===== config.mk =====
export PLATFORM = sky130hd
export DESIGN_NAME = hazard_unit
export DESIGN_NICKNAME = d
export VERILOG_FILES = /design/src/rtl/hazard_pkg.sv /design/src/rtl/hazard_dep_check.sv /design/src/rtl/hazard_unit.sv
export SDC_FILE = /design/constraint.sdc
export NUM_CORES = 1
export LEC_CHECK = 0
export BUFFER_PORTS_ARGS = -buffer_cell sky130_fd_sc_hd__buf_2
export CAP_MARGIN = 20
export CORE_MARGIN = 4
export CORE_UTILIZATION = 35
export CTS_CLUSTER_SIZE = 24
export DETAILED_ROUTE_END_ITERATION = 8
export GPL_ROUTABILITY_DRIVEN = 0
export PLACE_DENSITY = 0.73
export SYNTH_ARGS = -nofsm -noshare
export SYNTH_HDL_FRONTEND = slang
export SYNTH_SLANG_ARGS = --single-unit

===== constraint.sdc =====
create_clock -name clk -period 1.4 [get_ports clk]
set_input_delay 0.28 -clock clk [delete_from_list [all_inputs] [get_ports clk]]
set_output_delay 0.28 -clock clk [all_outputs]
set_load 0.1 [all_outputs]

===== src/rtl/hazard_pkg.sv =====
// Shared constants and FSM encoding for the pipeline hazard unit.
package hazard_pkg;

  localparam logic [5:0] OpRtype = 6'h00;
  localparam logic [5:0] OpSw    = 6'h2B;
  localparam logic [5:0] OpBeq   = 6'h04;
  localparam logic [5:0] OpBne   = 6'h05;

  // Write-back source code selecting data memory (a load).
  localparam logic [1:0] WbLoad = 2'b01;

  typedef enum logic [1:0] {
    StRun     = 2'd0,
    StLuStall = 2'd1,
    StMemWait = 2'd2
  } hz_state_e;

  // Opcodes whose rt field is a source operand rather than a destination.
  function automatic logic op_uses_rt(input logic [5:0] op);
    return (op == OpRtype) || (op == OpSw) || (op == OpBeq) || (op == OpBne);
  endfunction

endpackage


===== src/rtl/hazard_dep_check.sv =====
// Load-use dependency comparator between the instruction in ID and a load in EXE.
module hazard_dep_check
  import hazard_pkg::*;
#(
  parameter int unsigned REG_AW = 5
) (
  input  logic [REG_AW-1:0] id_rs_i,
  input  logic [REG_AW-1:0] id_rt_i,
  input  logic [5:0]        id_op_i,
  input  logic [REG_AW-1:0] exe_num_write_i,
  input  logic              exe_reg_write_i,
  input  logic [1:0]        exe_s_data_write_i,
  output logic              load_use_o
);

  logic exe_is_load;
  logic rs_hit;
  logic rt_hit;

  // r0 is hardwired to zero, so a load targeting it never creates a dependency.
  assign exe_is_load = exe_reg_write_i && (exe_s_data_write_i == WbLoad) &&
                       (exe_num_write_i != '0);
  assign rs_hit      = (exe_num_write_i == id_rs_i);
  assign rt_hit      = op_uses_rt(id_op_i) && (exe_num_write_i == id_rt_i);
  assign load_use_o  = exe_is_load && (rs_hit || rt_hit);

endmodule


===== src/rtl/hazard_unit.sv =====
// Pipeline hazard unit: load-use bubbles, memory-wait freeze and branch flush.
// Define HAZARD_PERF_EN to add stall_cycles / flush_events performance counters.
module hazard_unit
  import hazard_pkg::*;
#(
  parameter int unsigned REG_AW   = 5,
  parameter int unsigned LOAD_LAT = 1
) (
  input  logic              clk,
  input  logic              rst,
  input  logic [REG_AW-1:0] id_rs,
  input  logic [REG_AW-1:0] id_rt,
  input  logic [5:0]        id_op,
  input  logic [REG_AW-1:0] exe_num_write,
  input  logic              exe_reg_write,
  input  logic [1:0]        exe_s_data_write,
  input  logic              exe_branch_taken,
  input  logic              mem_req,
  input  logic              mem_ready,
  output logic              pc_stall,
  output logic              if_id_stall,
  output logic              id_exe_stall,
  output logic              exe_mem_stall,
  output logic              if_id_flush,
  output logic              id_exe_flush,
  output logic [1:0]        hz_state
`ifdef HAZARD_PERF_EN
  ,
  output logic [31:0]       stall_cycles,
  output logic [31:0]       flush_events
`endif
);

  localparam logic [1:0] LuInit = 2'(LOAD_LAT - 1);

  hz_state_e  state_q, state_d;
  hz_state_e  saved_q, saved_d;
  hz_state_e  eff_state;
  logic [1:0] cnt_q, cnt_d;
  logic       load_use;
  logic       mem_wait;

  hazard_dep_check #(
    .REG_AW(REG_AW)
  ) u_dep_check (
    .id_rs_i           (id_rs),
    .id_rt_i           (id_rt),
    .id_op_i           (id_op),
    .exe_num_write_i   (exe_num_write),
    .exe_reg_write_i   (exe_reg_write),
    .exe_s_data_write_i(exe_s_data_write),
    .load_use_o        (load_use)
  );

  assign mem_wait  = mem_req && !mem_ready;
  // On release from a memory wait, act this cycle as the interrupted state would.
  assign eff_state = (state_q == StMemWait) ? saved_q : state_q;

  always_comb begin
    state_d       = state_q;
    saved_d       = saved_q;
    cnt_d         = cnt_q;
    pc_stall      = 1'b0;
    if_id_stall   = 1'b0;
    id_exe_stall  = 1'b0;
    exe_mem_stall = 1'b0;
    if_id_flush   = 1'b0;
    id_exe_flush  = 1'b0;
    if (rst) begin
      state_d = StRun;
    end else if (mem_wait) begin
      pc_stall      = 1'b1;
      if_id_stall   = 1'b1;
      id_exe_stall  = 1'b1;
      exe_mem_stall = 1'b1;
      state_d       = StMemWait;
      if (state_q != StMemWait) saved_d = state_q;
    end else begin
      state_d = eff_state;
      if (exe_branch_taken) begin
        if_id_flush  = 1'b1;
        id_exe_flush = 1'b1;
        state_d      = StRun;
        cnt_d        = 2'd0;
      end else if (eff_state == StLuStall) begin
        pc_stall     = 1'b1;
        if_id_stall  = 1'b1;
        id_exe_flush = 1'b1;
        cnt_d        = cnt_q - 2'd1;
        if (cnt_q == 2'd1) state_d = StRun;
      end else if (load_use) begin
        pc_stall     = 1'b1;
        if_id_stall  = 1'b1;
        id_exe_flush = 1'b1;
        if (LOAD_LAT > 1) begin
          state_d = StLuStall;
          cnt_d   = LuInit;
        end
      end
    end
  end

  always_ff @(posedge clk or posedge rst) begin
    if (rst) begin
      state_q <= StRun;
      saved_q <= StRun;
      cnt_q   <= 2'd0;
    end else begin
      state_q <= state_d;
      saved_q <= saved_d;
      cnt_q   <= cnt_d;
    end
  end

  assign hz_state = state_q;

`ifdef HAZARD_PERF_EN
  logic [31:0] stall_cycles_q;
  logic [31:0] flush_events_q;

  always_ff @(posedge clk or posedge rst) begin
    if (rst) begin
      stall_cycles_q <= 32'd0;
      flush_events_q <= 32'd0;
    end else begin
      if (pc_stall)     stall_cycles_q <= stall_cycles_q + 32'd1;
      if (id_exe_flush) flush_events_q <= flush_events_q + 32'd1;
    end
  end

  assign stall_cycles = stall_cycles_q;
  assign flush_events = flush_events_q;
`endif

endmodule


==> impl_summary.md <==
Clock network
Clock tree synthesis found a total of 6 sinks. The clock passes through at most 2 buffers. The TritonCTS clock tree is yes. The insertion delay of the later-clocked pin in the worst-skew pair is 0.25 ns. Counting the buffers created by CTS gives 3. The CTS root buffer is sky130_fd_sc_hd__clkbuf_4.

After clock tree synthesis, the clock-pin slew on the worst setup and hold paths is roughly 0.050 ns. The level count of the clock H-tree is 1. The hold buffer count at CTS is 0.

Placed design
The HPWL after detailed placement is 1780 microns. In this run the tool buffered the top-level ports with 36 buffer cells. The number of placed instances with taps included is 130. The worst setup timing slack at the placement stage is -0.651 ns.

Power and ir drop
The leakage power total is 0.542 nW. IR analysis of the VDD net gives a maximum drop of 0.619 mV. The switching fraction of total power is 36.5%. The total power is 0.000682 W.

The switching component of the power is around 0.00025 W. The fraction of power consumed by sequential logic is a little over a quarter. In this run, the combinational gates consume between 40% and 50% of the power. In this run, the clock network consumes 26.8% of the power. The cell-internal power is ~0.00043 W. In this run the power density over the cells is roughly 580 mW/mm^2.

Worst setup path
The critical path class is input pin to primary output. The slack of the worst reg-to-reg path is 0.01 ns. Measured in cells, the most critical reg-to-reg path has a length of 5. For this run, the slowest stage of the critical path takes between 0.3 and 0.4 ns. STA classifies the critical path startpoint as an input pin. Of all nets on the critical path, the largest fanout is 2.

Data arrives at the worst endpoint at 1.78 ns. The signal on the critical path passes through buf_6, or3_4, mux2i_1, nand4_1, buf_6, a32oi_4, buf_12. The startpoint of the worst register-to-register path is hz_state[0].

The capturing element type of the critical path is a primary output. The data required time of the critical path is approximately 1.1 ns. The slowest stage of the critical path belongs to the cell sky130_fd_sc_hd__or3_4. The critical path's most frequent cell is sky130_fd_sc_hd__buf_6. The worst flop-to-flop path endpoint is cnt_q[0].

Routing
For this run, design rule violations remaining after detail routing come to 0. Summed over all layers, the routed wires come to between 2000 and 3000 microns. After detailed routing, the average wire length per cell comes to around 19 microns. The routed layout has between 700 and 800 vias. The number of iterations in the first detailed-routing pass is 4. The number of routed nets with antenna violations is 0. After detailed routing, the number of vias per cell comes to 5.66.

For this block, the initial DRC count from the detailed router was 24.

Global routing
The combined global-route utilization of all metal layers is 26.4%. The number of global-route vias before repair came to about 840. Entering global routing, the biggest net connects 7 pins.

The wire length of the first global-routing pass is 3870 microns. The leftover overflow at the end of global routing is 0. The number of antenna violations at the first check in global routing is 0.

Floorplanning
For this design the top-level I/O count stands at 37. The site row count is 13. The width of the die is about 46 microns. The die boundary height is about 46 microns. After floorplanning, the core was sized to cover around 0.0014 sq mm. The die covers roughly 0.0022 sq mm. Once the floorplan was initialized, standard cells occupied 38.3% of the core.

Finish
Leaving out fill and tap cells, the most frequent cell in the layout is sky130_fd_sc_hd__buf_2. The post-layout instance count excluding filler cells is about 140. 0 antenna diodes ended up in the layout. The end-of-flow core utilization is 87.6%. Leaving out fill and tap cells, the most frequent cells in the layout are sky130_fd_sc_hd__buf_2 (23), sky130_fd_sc_hd__buf_4 (16), sky130_fd_sc_hd__xor2_1 (9).

The layout has 54 filler cells. The post-route netlist has about two thirds of its cells at a drive strength greater than 1. The total number of nets in the final design is about 150. Compared with the post-synthesis result, the final layout area differs by 129%.

Synth
The post-synthesis instance area is 517 sq um. The Yosys warning count is 0. The post-synthesis cell type count is 28.

The sequential element share of the synthesized area is slightly below 30%. The number of nets in the synthesized netlist is 94. The cell count after synthesis is 64. A synthesized cell averages approximately 8 sq um. The flop and latch count out of synthesis is 6. After synthesis, the cell types taking the most area are sky130_fd_sc_hd__dfrtp_1 (29%), sky130_fd_sc_hd__xor2_1 (17%), sky130_fd_sc_hd__nor2_1 (6.5%), sky130_fd_sc_hd__o21ai_0 (3.9%), sky130_fd_sc_hd__a21oi_1 (2.9%). The share of the synthesized area in the top cell type is 29.1%.

The most area-hungry cell type in the Yosys netlist is sky130_fd_sc_hd__dfrtp_1.

STA
The minimum setup slack in the final design is -0.658 ns. The minimum clock period after layout is approximately 2.1 ns. For this run, the top clock speed supported by timing is just under 500 MHz. The number of hold-slack violations in the final timing report is 0. The worst pin sits at a relative slew slack of 72.8%.

The final setup violation count is 3. The final worst-path cycle share is 147%. The sum of negative setup slack is -1.95 ns. The setup clock skew after layout is slightly above 0.004 ns.

Setup repair after global routing could not meet its margin everywhere. The slew at the pin with the worst max-slew slack is a little over 0.4 ns. The number of pins exceeding their max-slew limit in the final report is 0.

Hold path
The worst min-delay path class is input pin to asynchronous set/reset pin.

Flow run
The number of violations of the max-capacitance limit is 0.

Outcome
The final reports fail on negative setup slack. The run finished, with violations left.
## per-layer routing
layer	GRT usage (%)	share of wire, %	vias up
li1	-	-	339
met1	25.9	33	370
met2	49.2	54	47
met3	7.03	6.8	14
met4	14.2	6.2	0
met5	0	0	-
## repair_timing
| action | CTS | global route |
|---|---|---|
| gates resized for setup | 14 | 9 |
| buffers inserted | 1 | 1 |
| pin swaps | 7 | 7 |
| hold endpoints to repair | 0 | 0 |
| endpoints found under the setup margin | 6 | 8 |
## synth_stat cells, drive strengths merged
master   instances
a32oi            1
nand2            4
nand3            2
nand4bb          1
and2             1
buf              2
nand2b           2
dfrtp            6
xor2            10
a22o             1
ha               1
nor4             1
o21ai            4
mux2i            1
nor2             9
a21oi            3
nor2b            1
nand4            1
inv              3
a2111oi          1
or2              1
or3              1
a211oi           1
nor3             2
a2bb2oi          1
a311oi           1
o22ai            1
nand3b           1
## how the worst max path moves through the flow
| stage | depth (start not counted) | endpoint | startpoint |
|---|---|---|---|
| floorplan | 5 | pc_stall | id_op[1] |
| global placement | 6 | if_id_stall | exe_num_write[3] |
| detailed placement | 6 | if_id_stall | exe_num_write[3] |
| CTS | 7 | if_id_stall | id_op[5] |
| global route | 7 | pc_stall | id_op[3] |
| finish | 7 | if_id_stall | id_op[3] |
## sequential cells by signal (all words and copies together) (netlist names)
signal,count
cnt_q,2
hz_state,2
saved_q,2
## layout make-up
| class | count | area [sq um] | share of cell area (%) |
|---|---|---|---|
| multi-input combinational | 53 | 479 | 40.5 |
| timing repair buffer | 55 | 482 | 40.7 |
| clock buffer | 4 | 26.3 | 2.22 |
| inverter | 3 | 18.8 | 1.59 |
| sequential | 6 | 158 | 13.3 |
| tap | 15 | 18.8 | 1.59 |
## logic make-up after synthesis
kind of cell             count (synthesis)  share of synthesized area (%)
AO/OA/AOI/OAI                           14                           17.9
XOR/XNOR                                10                           16.9
adder cells (fa/ha/maj)                  1                           2.42
buffers and inverters                    5                           5.08
flip-flops                               6                           29.1
multiplexers                             1                           1.94
AND/OR/NAND/NOR                         27                           26.6
## critical path, delay by kind of cell
kind / cells / cell delay, ns
compound gates: 1 / 0.31
simple gates: 2 / 0.54
buf+inv: 3 / 0.49
mux: 1 / 0.15
## per-stage QoR
step / hold WS, ns / area [sq um]
2_1_floorplan: 0.0596 / 606
3_3_place_gp: 0.328 / 1020
3_5_place_dp: 0.338 / 1020
4_1_cts: 0.0684 / 1140
5_1_grt: 0.0891 / 1180
6_report: 0.0808 / 1180
## power by group through the flow
| stage | Combinational [W] | Sequential (W) | Clock (W) |
|---|---|---|---|
| after global routing | 0.000330 | 0.000188 | 0.000201 |
| final | 0.000313 | 0.000186 | 0.000182 |
| after detailed placement | 0.000274 | 0.000189 | 0 |
| after CTS | 0.000293 | 0.000187 | 0.000187 |
| after global placement | 0.000259 | 0.000189 | 0 |
| after floorplan | 0.000137 | 0.000197 | 0 |
Power figures use the tool's default switching activity.
